<file path="src/rtl/mac_seq.sv">
// mac_seq: multiply-accumulate sequencer placed around an external
// shift-add multiplier.
//
// Operand pairs arrive over a valid/ready handshake. Each accepted pair is
// registered, and the multiplier is launched with a one-cycle start pulse.
// When the multiplier's busy signal falls, the product is sign- or
// zero-extended and added into a wrap-around accumulator. On the last term
// of a sequence, the accumulated sum is offered over a valid/ready output
// handshake.
//
// Ports:
//   clk, rst                 clock; asynchronous active-high reset
//   in_valid / in_ready      operand handshake
//   in_mcand, in_mlier       operands
//   in_*_is_signed           operand signedness
//   in_clr, in_last          term starts / ends a sum
//   m_start                  one-cycle start pulse to the multiplier
//   m_mcand, m_mlier         registered operands to the multiplier
//   m_*_is_signed            registered signedness to the multiplier
//   m_prod, m_busy           multiplier product and busy flag
//   out_valid / out_ready    sum handshake
//   out_acc, out_n           accumulated sum and term count
module mac_seq #(
  parameter int BW_MCAND = 3,
  parameter int BW_MLIER = 4,
  parameter int BW_ACC   = 10,
  parameter int BW_N     = 4
) (
  input  logic                         clk,
  input  logic                         rst,
  input  logic                         in_valid,
  output logic                         in_ready,
  input  logic [BW_MCAND-1:0]          in_mcand,
  input  logic [BW_MLIER-1:0]          in_mlier,
  input  logic                         in_mcand_is_signed,
  input  logic                         in_mlier_is_signed,
  input  logic                         in_clr,
  input  logic                         in_last,
  output logic                         m_start,
  output logic [BW_MCAND-1:0]          m_mcand,
  output logic [BW_MLIER-1:0]          m_mlier,
  output logic                         m_mcand_is_signed,
  output logic                         m_mlier_is_signed,
  input  logic [BW_MCAND+BW_MLIER-1:0] m_prod,
  input  logic                         m_busy,
  output logic                         out_valid,
  input  logic                         out_ready,
  output logic [BW_ACC-1:0]            out_acc,
  output logic [BW_N-1:0]              out_n
);

  typedef enum logic [1:0] {IDLE, START, WAIT, OUT} state_t;

  state_t                r_state;
  state_t                w_state_next;

  logic [BW_MCAND-1:0]   r_mcand;
  logic [BW_MLIER-1:0]   r_mlier;
  logic                  r_mcand_is_signed;
  logic                  r_mlier_is_signed;
  logic                  r_clr;
  logic                  r_last;
  logic [BW_ACC-1:0]     r_acc;
  logic [BW_N-1:0]       r_n;

  logic                  w_accept;
  logic                  w_done;
  logic [BW_ACC-1:0]     w_ext;

  // State register
  always_ff @(posedge clk or posedge rst) begin
    if (rst) begin
      r_state <= IDLE;
    end else begin
      r_state <= w_state_next;
    end
  end

  // Next-state and handshake outputs
  always_comb begin
    w_state_next = r_state;
    in_ready     = 1'b0;
    m_start      = 1'b0;
    out_valid    = 1'b0;
    w_accept     = 1'b0;
    w_done       = 1'b0;
    case (r_state)
      IDLE: begin
        // Hold off while the multiplier is still running; also keep ready
        // low during reset so every output reads 0 while rst is high.
        in_ready = ~m_busy & ~rst;
        w_accept = in_valid & ~m_busy;
        if (w_accept) begin
          w_state_next = START;
        end
      end
      START: begin
        m_start      = 1'b1;
        w_state_next = WAIT;
      end
      WAIT: begin
        // The multiplier raises busy the cycle after start, so the first
        // WAIT cycle always sees busy high; busy low marks a final product.
        if (!m_busy) begin
          w_done       = 1'b1;
          w_state_next = r_last ? OUT : IDLE;
        end
      end
      OUT: begin
        out_valid = 1'b1;
        if (out_ready) begin
          w_state_next = IDLE;
        end
      end
      default: w_state_next = IDLE;
    endcase
  end

  // Sign-extend when either operand is signed; the product is then two's
  // complement. A size cast of a signed value sign-extends.
  assign w_ext = (r_mcand_is_signed | r_mlier_is_signed)
               ? BW_ACC'($signed(m_prod))
               : BW_ACC'(m_prod);

  // Operand capture and accumulator
  always_ff @(posedge clk or posedge rst) begin
    if (rst) begin
      r_mcand           <= '0;
      r_mlier           <= '0;
      r_mcand_is_signed <= 1'b0;
      r_mlier_is_signed <= 1'b0;
      r_clr             <= 1'b0;
      r_last            <= 1'b0;
      r_acc             <= '0;
      r_n               <= '0;
    end else begin
      if (w_accept) begin
        r_mcand           <= in_mcand;
        r_mlier           <= in_mlier;
        r_mcand_is_signed <= in_mcand_is_signed;
        r_mlier_is_signed <= in_mlier_is_signed;
        r_clr             <= in_clr;
        r_last            <= in_last;
      end
      if (w_done) begin
        r_acc <= (r_clr ? '0 : r_acc) + w_ext;
        r_n   <= (r_clr ? '0 : r_n) + BW_N'(1);
      end
    end
  end

  // Operand registers only load in IDLE, so these stay stable from START
  // through WAIT and OUT.
  assign m_mcand           = r_mcand;
  assign m_mlier           = r_mlier;
  assign m_mcand_is_signed = r_mcand_is_signed;
  assign m_mlier_is_signed = r_mlier_is_signed;
  assign out_acc           = r_acc;
  assign out_n             = r_n;

endmodule

</file>
<file path="config.mk">
export PLATFORM = sky130hd
export DESIGN_NAME = mac_seq
export DESIGN_NICKNAME = d
export VERILOG_FILES = /design/src/rtl/mac_seq.sv
export SDC_FILE = /design/constraint.sdc
export NUM_CORES = 1
export LEC_CHECK = 0
export ABC_AREA = 1
export CAP_MARGIN = 20
export CORE_MARGIN = 2
export CORE_UTILIZATION = 30
export CTS_BUF_LIST = sky130_fd_sc_hd__clkbuf_16
export CTS_CLUSTER_DIAMETER = 100
export DETAILED_ROUTE_END_ITERATION = 10
export REMOVE_ABC_BUFFERS = 1
export SYNTH_ARGS = -nofsm -noshare
export SYNTH_HDL_FRONTEND = slang
export SYNTH_SLANG_ARGS = --single-unit
</file>
<file path="constraint.sdc">
create_clock -name clk -period 4 [get_ports clk]
set_clock_uncertainty 0.1 [all_clocks]
set_input_delay 0.8 -clock clk [delete_from_list [all_inputs] [get_ports clk]]
set_output_delay 0.8 -clock clk [all_outputs]
set_load 0.01 [all_outputs]
</file>
== Yosys cells after proc, flatten, opt, wreduce, memory -nomap -nowiden ==
Index checks and enable logic that the tools add are counted.

* Input bits: 23
* Word-level logic and storage cells: 38
* Register bits: 27

* Equal/unequal tests: 6
* Bitwise operators: 5
* Reduce and logical (&&, ||, !) cells: 2
* Multiplexer cells: 14
* Add/sub/neg operators: 2

{| class="wikitable"
|+ Operator list
! operator !! number
|-
| two-way mux 10 bit || 2
|-
| adder 10 bit || 1
|-
| two-way mux 2 bit || 4
|-
| case mux 2 bit (4 select lines) || 1
|-
| two-way mux 1 bit || 6
|-
| inequality test 2 bit, second input constant || 3
|-
| adder 4 x 1 -> 4 bit, second input constant || 1
|-
| == test 2 bit, second input constant || 2
|-
| two-way mux 4 bit || 1
|-
| AND reduction 3 bit || 1
|-
| AND 1 bit || 2
|-
| == test 2 x 1 -> 1 bit, second input constant || 1
|-
| logical NOT 2 bit || 1
|-
| inverter 1 bit || 2
|-
| OR 1 bit || 1
|}

== Depth between registers and ports, before layout ==
* Depth in word-level cells: 4
* Gate-level depth with buffers: 14
* Depth with buffers taken out: 13

== Worst setup path before layout ==
Ideal clock, no wire load.

* Path type: input-to-reg
* Start point: input port m_prod[0]
* End point: register r_acc[8], in the netlist out_acc[8]
* Required time: 3.783 ns
* Arrival time: 1.991 ns
* Buffers on the path: 0
* Setup slack: 1.791 ns
* Stages: 10
* Cell sequence: ha_1 inv_1 fa_1 o21ai_2 nor2b_4 nand2_1 nand3_1 nand2_1 nand3_1 nand2_1

* Word-level cells in the longest chain between the ends: 2

{| class="wikitable"
|+ Ends and longest elaborated chain
! what !! line !! source
|-
| from (decl) || 44 || <nowiki>input logic [BW_MCAND+BW_MLIER-1:0] m_prod,</nowiki>
|-
| two-way mux 10 bit || 122 || <nowiki>? BW_ACC'($signed(m_prod))</nowiki>
|-
| adder 10 bit || 146 || <nowiki>r_acc <= (r_clr ? '0 : r_acc) + w_ext;</nowiki>
|-
| to (signal assigned) || 146 ||
|-
| to (decl) || 63 || <nowiki>logic [BW_ACC-1:0] r_acc;</nowiki>
|}

Every way passes these cells.
A chain may end at the register's enable or synchronous reset.

== Final worst setup path ==
* Start point: input port m_busy
* End point: output port in_ready

* Word-level cells in the longest chain between the ends: 3

{| class="wikitable"
|+ Ends and longest elaborated chain
! what !! line !! source
|-
| from (decl) || 45 || <nowiki>input logic m_busy,</nowiki>
|-
| inverter 1 bit || 91 || <nowiki>in_ready = ~m_busy & ~rst;</nowiki>
|-
| AND 1 bit || 91 ||
|-
| two-way mux 1 bit || 87 || <nowiki>case (r_state)</nowiki>
|-
| to (decl) || 32 || <nowiki>output logic in_ready,</nowiki>
|}

Every way passes these cells.

==> metrics.md <==
| Metric | Value |
|---|---|
| Outcome | completed |
| Number of pins exceeding their max-slew limit in the final report | 0 |
| CTS tree | done |
| Total iterations of the first detailed-routing run | 4 |
| WHS | 0.405 ns |
| # diodes | 0 |
| Drt total wl | 3.51 mm |
| Residual DRC | 0 |
| Global-route wire length before repair | 6.01 mm |
| Static Leak | 1.09 nW |
| Hold buffers post-CTS | 0 |
| Post-route clock period utilization | 74.2% |
| Maximum fanout along the worst path | 4 |
| Final #Nets | 278 |
| Critical path type | in2out |
| Ratio of routed vias to standard cells | 4.37 |
| Biggest area consumer among synthesized cells | dfrtp_1 |
| Period minus WS final | 2.97 ns |
| Fraction of final layout cells sized beyond drive strength 1 | 14.8% |
| Main area contributors after synthesis | dfrtp_1 40%, nand2_1 8.1%, ha_1 6.7%, inv_1 5.4%, nor2_1 4.7% |
| Data arrival time of the critical path | 2.07 ns |
| Starting DRT DRC Count | 42 |
| Horizontal extent of the die | 78.7 microns |
| Root Buffer Master | clkbuf_16 |
| Count of yosys warnings during synthesis | 0 |
| Type of element capturing the critical path | output port |
| Portion of the post-synthesis area used by sequential elements | 40.4% |
| Routed WL per cell | 11.1 microns |
| Placed cell count | 312 |
| Class of the tightest hold or removal check | reg2reg |
| Clock Power Share | 15.0% |
| Switching component of the power | 0.601 mW |
| Setup Viol. Count Final | 0 |
| Register clock-pin slew on the reported worst setup and hold paths | 0.07 ns |
| Required @ worst endpoint | 3.10 ns |
| Combinational Power Share | 52.5% |
| Final setup TNS | 0 ns |
| Proportion of power drawn by flip-flops and latches | 32.4% |
| Switching share of total power | 38.4% |
| Largest voltage drop on the vdd net | 351 uV |
| Non-filler instance count after layout | 316 |
| Synthesized area divided by synthesized cell count | 8.59 sq um |
| Initial standard-cell utilization of the core | 30.8% |
| Cells resized by post-CTS repair | 0 |
| CTS buffer count | 3 |
| Xor/xnor cell area share of the yosys netlist | 3.66% |
| Placement-stage worst setup slack | 1.03 ns |
| Total number of clock tree sinks | 27 |
| Multiplexer area fraction after synthesis | 6.28% |
| # rows | 27 |
| Complex-gate fraction of the synthesized area | 9.27% |
| Setup Fix Bufs, Post-CTS | 0 |
| Top-level I/O count | 49 |
| Core ar. | 5440 sq um |
| Startpoint Class | primary input |
| Number of antenna-violating nets in the routed design | 0 |
| Detailed-placement wirelength estimate | 2.68 mm |
| Initial antenna violation count | 0 |
| H-tree depth | 1 |
| Final weighted congestion in routability-driven placement | 0.824 |
| Cell area power density | 676 nW/um^2 |
| Remaining max-slew budget at the tightest pin | 60.7% |
| Total Die Area | 6190 sq um |
| Total internal power | 0.964 mW |
| Unrepaired setup endpoints after global routing | no |
| Achievable Freq | 337 MHz |
| Slew at the pin closest to its max-slew limit | 0.589 ns |
| Relative area change from synthesis to final layout | 38.3% |
| Port bufs | 48 |
| Synthesized area | 1670 sq um |
| Fill cell count | 547 |
| Die extent in y | 78.7 microns |
| Synthesized-area fraction occupied by and/or/nand/nor cells | 23.3% |
| Global-route congestion overflow total | 0 |
| Buffers from clock root to sink, at most | 2 |
| Via count of the routed design | 1382 |
| Main combinational cell family by area after synthesis | simple AND/OR/NAND/NOR gates |
| Adder and majority cell fraction of the synthesized area | 7.92% |
| Global routing usage summed across all routing layers | 12.2% |
| Clock latency of the later-clocked register in the worst-skew pair | 0.26 ns |
| Final Hold Viols | 0 |
| Number of different library cells in the post-synthesis netlist | 31 |
| Number of instances in the synthesized netlist | 195 |
| Via count of the first global-routing pass | 1350 |
| Post-synth top area share | 40.4% |
| Maximum number of pins on one net before global-route repair | 17 |
| Number of register bits inferred by synthesis | 27 |
| Post-route setup slack | 1.03 ns |
| Max-cap violations | 0 |
stage by stage:
| stage | cell area [sq um] | total power [mW] | util, % |
|---|---|---|---|
| after floorplan | 1640 | 0.991 | - |
| after global placement | 2210 | 1.34 | 40.6 |
| after detailed placement | 2230 | 1.34 | 41.1 |
| after CTS | 2320 | 1.60 | 42.6 |
| after global routing | 2320 | 1.70 | 42.6 |
| final | 2320 | 1.57 | 42.6 |
power by group through the flow:
| stage | Sequential, mW | Combinational (mW) | Clock (mW) |
|---|---|---|---|
| after floorplan | 0.542 | 0.450 | 0 |
| after global placement | 0.510 | 0.825 | 0 |
| after detailed placement | 0.511 | 0.832 | 0 |
| after CTS | 0.511 | 0.837 | 0.249 |
| after global routing | 0.529 | 0.920 | 0.254 |
| final | 0.508 | 0.822 | 0.235 |
critical path: stages:
cell and delay [ns]:
clkdlybuf4s50_1 0.50, nor3_1 0.21, clkdlybuf4s50_1 0.56
kinds of logic after synthesis:
| logic type | Yosys count |
|---|---|
| multiplexers | 8 |
| AND/OR/NAND/NOR | 83 |
| buffers and inverters | 34 |
| AO/OA/AOI/OAI | 26 |
| flip-flops | 27 |
| XOR/XNOR | 7 |
| adder cells (fa/ha/maj) | 10 |
cell type report:
cell class	count	area, sq um	area share [%]
inverters	30	115	4.97
clock buffers	3	75.1	3.24
flip-flops and latches	27	676	29.2
multi-input cells	134	845	36.5
clock inverters	1	7.51	0.324
repair buffers	49	508	21.9
well taps	72	90.1	3.89
flip-flops by register name (all words and copies together) (netlist names):
signal             flops
out_acc               10
m_mlier                4
out_n                  4
m_mcand                3
r_state                2
m_mcand_is_signed      1
m_mlier_is_signed      1
r_clr                  1
r_last                 1
metal layers:
| layer | share of wire [%] | wire [microns] | GRT usage, % |
|---|---|---|---|
| met1 | 47 | 1630 | 15.7 |
| met4 | 0.77 | 27 | 3.16 |
| met5 | 0 | 0 | 0 |
| met3 | 7.7 | 271 | 4.32 |
| met2 | 45 | 1580 | 19.6 |
path summary, 6_finish.rpt:
| kind | startpoint | endpoint | slack, ns | cells after the start |
|---|---|---|---|---|
| max | m_busy | in_ready | 1.03 | 3 |
| min | m_mlier[2] | m_mlier[2] | 0.41 | 1 |
| max reg2reg | r_clr | out_acc[8] | 1.73 | 11 |
| min reg2reg | m_mlier[2] | m_mlier[2] | 0.41 | 1 |
| max in group asynchronous | rst | out_n[2] | 2.48 | 3 |
| min in group asynchronous | rst | r_state[1] | 0.84 | 2 |
cells in the mapped netlist, drive strengths merged:
library cell  count
o21bai            2
nand2            41
a21oi             8
o21ai            11
ha                9
dfrtp            27
a21boi            1
a21o              1
xor2              3
mux2              8
nand4             3
inv              30
a31oi             2
nand3            10
o22ai             1
nor2b             1
nor2             27
buf               4
fa                1
xnor2             4
nor3              1
cell usage in the layout (no fill, tap or decap), types with 3 or more instances in the layout:
cell type,instances
inv_2,5
xor2_1,3
a21oi_1,8
clkdlybuf4s50_1,48
o21ai_0,4
nand2_1,36
mux2_2,4
dfrtp_1,27
mux2_4,4
inv_1,24
ha_1,9
nand3_1,8
nand4_1,3
nor2_1,21
clkbuf_16,3
nor2_2,4
xnor2_1,4
nand2_2,5
o21ai_1,4
o21ai_2,3
No activity file was read; power rests on OpenSTA's default activity.
